===== src/rtl/instr_encoder.sv =====
// instr_encoder: packs decoded RV32I fields into 32-bit instruction words.
// Illegal field combinations are replaced by NOP_WORD and flagged on 'invalid'.
// Input/output are valid/ready streams joined by a 2-entry skid buffer
// (output register + skid register) so that in_ready is purely registered.
module instr_encoder #(
  parameter int          CNT_W    = 16,
  parameter logic [31:0] NOP_WORD = 32'h0000_0013
) (
  input  logic             clk,
  input  logic             reset,
  input  logic             in_valid,
  output logic             in_ready,
  input  logic [6:0]       opcode,
  input  logic [2:0]       funct3,
  input  logic [6:0]       funct7,
  input  logic [4:0]       rd,
  input  logic [4:0]       rs1,
  input  logic [4:0]       rs2,
  input  logic [31:0]      imm,
  output logic             out_valid,
  input  logic             out_ready,
  output logic [31:0]      instr,
  output logic             invalid,
  output logic [31:0]      accept_count,
  output logic [CNT_W-1:0] invalid_count
);

  localparam logic [6:0] OP_LUI    = 7'b0110111;
  localparam logic [6:0] OP_AUIPC  = 7'b0010111;
  localparam logic [6:0] OP_JAL    = 7'b1101111;
  localparam logic [6:0] OP_JALR   = 7'b1100111;
  localparam logic [6:0] OP_BRANCH = 7'b1100011;
  localparam logic [6:0] OP_LOAD   = 7'b0000011;
  localparam logic [6:0] OP_STORE  = 7'b0100011;
  localparam logic [6:0] OP_OPIMM  = 7'b0010011;
  localparam logic [6:0] OP_OP     = 7'b0110011;

  typedef struct packed {
    logic [31:0] word;
    logic        inv;
  } enc_t;

  enc_t enc, outq, skid;
  logic skid_vld, skid_nxt;
  logic acc, out_free;
  logic imm12_ok, is_shift, sh_f7_ok, op_f7_ok, bad;
  logic [31:0] word;

  assign acc      = in_valid && in_ready;
  assign out_free = !out_valid || out_ready;
  assign skid_nxt = out_free ? (skid_vld && acc) : (skid_vld || acc);
  assign instr    = outq.word;
  assign invalid  = outq.inv;

  assign imm12_ok = (imm[31:11] == {21{imm[11]}});
  assign is_shift = (funct3 == 3'b001) || (funct3 == 3'b101);
  assign sh_f7_ok = (funct7 == 7'b0000000) ||
                    (funct7 == 7'b0100000 && funct3 == 3'b101);
  assign op_f7_ok = (funct7 == 7'b0000000) ||
                    (funct7 == 7'b0100000 && (funct3 == 3'b000 || funct3 == 3'b101));

  // Format selection and legality check for the bundle on the input port.
  always_comb begin
    word = NOP_WORD;
    bad  = 1'b0;
    case (opcode)
      OP_OP: begin
        bad  = !op_f7_ok;
        word = {funct7, rs2, rs1, funct3, rd, opcode};
      end
      OP_OPIMM: begin
        if (is_shift) begin
          bad  = !sh_f7_ok || (imm[31:5] != 27'd0);
          word = {funct7, imm[4:0], rs1, funct3, rd, opcode};
        end else begin
          bad  = !imm12_ok;
          word = {imm[11:0], rs1, funct3, rd, opcode};
        end
      end
      OP_LOAD: begin
        bad  = (funct3 == 3'b011) || (funct3 == 3'b110) || (funct3 == 3'b111) || !imm12_ok;
        word = {imm[11:0], rs1, funct3, rd, opcode};
      end
      OP_JALR: begin
        bad  = (funct3 != 3'b000) || !imm12_ok;
        word = {imm[11:0], rs1, funct3, rd, opcode};
      end
      OP_STORE: begin
        bad  = (funct3 >= 3'b011) || !imm12_ok;
        word = {imm[11:5], rs2, rs1, funct3, imm[4:0], opcode};
      end
      OP_BRANCH: begin
        bad  = (funct3 == 3'b010) || (funct3 == 3'b011) || imm[0];
        word = {imm[12], imm[10:5], rs2, rs1, funct3, imm[4:1], imm[11], opcode};
      end
      OP_LUI, OP_AUIPC: begin
        word = {imm[31:12], rd, opcode};
      end
      OP_JAL: begin
        bad  = imm[0];
        word = {imm[20], imm[10:1], imm[11], imm[19:12], rd, opcode};
      end
      default: bad = 1'b1;
    endcase
    enc.inv  = bad;
    enc.word = bad ? NOP_WORD : word;
  end

  // Skid buffer, registered in_ready and accept/invalid counters.
  always_ff @(posedge clk) begin
    if (reset) begin
      out_valid     <= 1'b0;
      in_ready      <= 1'b0;
      outq          <= '0;
      skid          <= '0;
      skid_vld      <= 1'b0;
      accept_count  <= '0;
      invalid_count <= '0;
    end else begin
      if (out_free) begin
        if (skid_vld) begin
          outq      <= skid;
          out_valid <= 1'b1;
          if (acc) skid <= enc;
        end else begin
          out_valid <= acc;
          if (acc) outq <= enc;
        end
      end else if (acc) begin
        skid <= enc;
      end
      skid_vld <= skid_nxt;
      in_ready <= !skid_nxt;
      if (acc) begin
        accept_count <= accept_count + 32'd1;
        if (enc.inv && (invalid_count != {CNT_W{1'b1}}))
          invalid_count <= invalid_count + 1'b1;
      end
    end
  end

endmodule


===== config.mk =====
export PLATFORM = sky130hd
export DESIGN_NAME = instr_encoder
export DESIGN_NICKNAME = d
export VERILOG_FILES = /design/src/rtl/instr_encoder.sv
export SDC_FILE = /design/constraint.sdc
export NUM_CORES = 1
export LEC_CHECK = 0
export BUFFER_PORTS_ARGS = -buffer_cell sky130_fd_sc_hd__buf_4
export CORE_UTILIZATION = 55
export DETAILED_ROUTE_END_ITERATION = 6
export GPL_ROUTABILITY_DRIVEN = 1
export PLACE_DENSITY_LB_ADDON = 0.15
export SYNTH_ARGS = -nofsm -noshare
export SYNTH_HDL_FRONTEND = slang
export SYNTH_SLANG_ARGS = --single-unit

===== constraint.sdc =====
create_clock -name clk -period 5.5 [get_ports clk]
set_input_delay 1.1 -clock clk [delete_from_list [all_inputs] [get_ports clk]]
set_output_delay 1.1 -clock clk [all_outputs]
set_load 0.02 [all_outputs]

==> impl_metrics.json <==
{
  "drt.antenna.violating_nets": 0,
  "dr_total_vias": 6113,
  "crit_arrival_ps": 4110,
  "clockBufferDepth": 2,
  "grt_max_degree": 73,
  "finalHoldViolCount": 0,
  "finalCriticalPeriod_ps": 3660,
  "ys_seq_area_frac": 0.394,
  "detail_route.wl_per_cell_microns": 17.8,
  "drt_pass1_iterations": 6,
  "cts_sinks": 117,
  "yosysMostFrequentCell": "dfxtp_1",
  "post_cts_buffers": 0,
  "gr-usage-all-layers": 0.314,
  "hold_buffers": 0,
  "final_util": 0.739,
  "postSynthCellCount": 710,
  "regToRegSetupSlack_ps": 2200,
  "timing.rr.end": "skid[29]",
  "vdd_drop_max_uv": 230,
  "die_w_microns": 106,
  "diodes": 0,
  "pre_cts_slack_ps": 1340,
  "numCtsBuffers": 17,
  "wl_microns": 17600,
  "grt-ovfl-total": 0,
  "cts_resized": 0,
  "finalSetupViolCount": 0,
  "tns_ps": 0,
  "synth_nets": 781,
  "ys_types": 56,
  "area_growth_pct": 29.6,
  "cp_max_fo": 11,
  "yosysTopAreaCellShare": 0.394,
  "finalClockSkew_ps": 7.66,
  "drc_errors": 0,
  "critPathMaxStageDelay_ps": 610,
  "core_area_sq_um": 10400,
  "totalPowerFinal_w": 0.00223,
  "post-dp-hpwl_microns": 12100,
  "synth_edf_count": 0,
  "via_per_inst": 6.19,
  "yosys-top-cells-count": "dfxtp_1, nor2_1, a21oi_1",
  "antenna_found_initial": 0,
  "p_leak_nw": 2.97,
  "tightestPinTransition_ps": 1150,
  "status": "complete, no violations",
  "yosys.area.top_type": "dfxtp_1",
  "worst_path_max_delay_cell": "or4_1",
  "grt_pass1_wl_microns": 27800,
  "syn_avg_cell_area_sq_um": 8.37,
  "hold_start": "invalid",
  "io_pins": 151,
  "path_common_cell": "buf_4",
  "crit_chain": "buf_4, or4_1, nand3b_1, a221oi_1, nand2b_1, a2111oi_4, buf_4, buf_4, a221oi_2, nor3_2",
  "die-area_sq_um": 11200,
  "synthFlopType": "dfxtp_1",
  "r2r_cells": 4,
  "fin_crit_sh": 0.666,
  "final_nets": 910,
  "slew-limit-headroom": 0.237,
  "rsz0062_at_grt": "no",
  "synth_warnings": 0,
  "crit_path_end_kind": "flip-flop",
  "cts_tree": "built",
  "whs_ps": 454,
  "synth_top_cells_by_area": "dfxtp_1, nor2_1, a21oi_1, a221oi_2, nand3_1",
  "clkLatencyLatePin_ps": 520,
  "setup_ws_ps": 1840,
  "clkTransAtPathRegs_ps": 60,
  "fmax_mhz": 273,
  "power_density_nw_per_um2": 290,
  "drtIter0Drc": 675,
  "hold_path_class": "reg2reg",
  "htree_levels": 4,
  "grt_pass1_vias": 5665,
  "gp_congestion": 0.929,
  "die_h_microns": 106,
  "cts-root-buf": "clkbuf_8",
  "drv_slew": 0,
  "rows": 37,
  "io_buffers": 150,
  "hold_end": "invalid",
  "start_util": 0.570,
  "netlist_area_sq_um": 5940,
  "critPathLaunchType": "input port",
  "synth_seq_cells": 117,
  "whs_path_depth": 2,
  "drv_cap": 0,
  "worstSetupPathType": "in2reg",
  "async_flop_share": 0,
  "r2r_start": "skid_vld",
  "critPathRequiredTime_ps": 5950,
  "drive_gt1_frac": 0.286
}
==> layout by cell type (no fill, tap or decap), types with 5 or more instances in the layout <==
master and n:
buf_4 156, dfxtp_1 116, nor2_1 102, a21oi_1 57
nand2_1 51, nand3_1 48, xor2_1 18, o21ai_0 17
a221oi_2 17, nor3_2 17, clkbuf_16 16, nor3_1 15
nand4_1 14, or3_1 14, nand2b_1 14, o31ai_1 14
inv_1 13, a22o_1 13, or4_1 12, a222oi_1 10
xnor2_1 9, a211oi_1 9, nor2b_1 8, a22oi_1 7
nor4_1 6, and4_1 5, and2_1 5, or2_2 5
==> through the flow <==
| step | instance area [sq um] | cells |
|---|---|---|
| after floorplan | 5940 | 710 |
| after global placement | 7110 | 956 |
| after detailed placement | 7110 | 956 |
| after CTS | 7700 | 988 |
| after global routing | 7700 | 988 |
| final | 7700 | 988 |
==> layer usage <==
| layer | global-route usage | routed length, microns | vias up |
|---|---|---|---|
| li1 | - | - | 2879 |
| met1 | 0.397 | 7340 | 2856 |
| met2 | 0.516 | 8130 | 329 |
| met3 | 0.0883 | 1660 | 49 |
| met4 | 0.104 | 448 | 0 |
| met5 | 0 | 0 | - |
==> power breakdown <==
part | leakage [nW] | switching (W) | internal (W)
combinational | 1.73 | 0.000140 | 0.0000933
clock | 0.290 | 0.000420 | 0.000694
sequential | 0.949 | 0.0000146 | 0.000867
total | 2.97 | 0.000575 | 0.00165
==> registers in the layout (all words and copies together) (netlist names) <==
register and flops:
invalid_count 16, accept_count 32, invalid 1, instr 32, skid 33, skid_vld 1, out_valid 1, in_ready 1
==> worst max-delay path, delay by kind of cell <==
family	cells	cell delay, ps
AO/OA/AOI/OAI	3	1060
buffers and inverters	3	690
AND/OR/NAND/NOR	4	1250
==> how the worst max path moves through the flow <==
stage	startpoint	endpoint	slack (ps)	cells past startpoint
floorplan	imm[28]	instr[4]	2060	7
global placement	imm[28]	instr[17]	1480	10
detailed placement	imm[28]	instr[18]	1340	10
CTS	imm[28]	instr[18]	1880	10
global route	imm[16]	skid[29]	1680	9
finish	imm[16]	instr[18]	1840	10
==> cell families after synthesis <==
kind of cell | share of synthesized area
fa+ha+maj | 0.00632
flops | 0.394
xor+xnor | 0.0398
compound gates | 0.217
simple gates | 0.292
buf+inv | 0.0434
mux | 0.00758
==> area by class of cell <==
type                       count  area, sq um
multi-input combinational    534         3370
fill                         786         2720
sequential                   117         2340
timing repair buffer         156         1170
clock buffer                  18          418
clock inverter                14          174
tap                          136          170
inverter                      13         48.8
No activity file was read; power rests on OpenSTA's default activity.
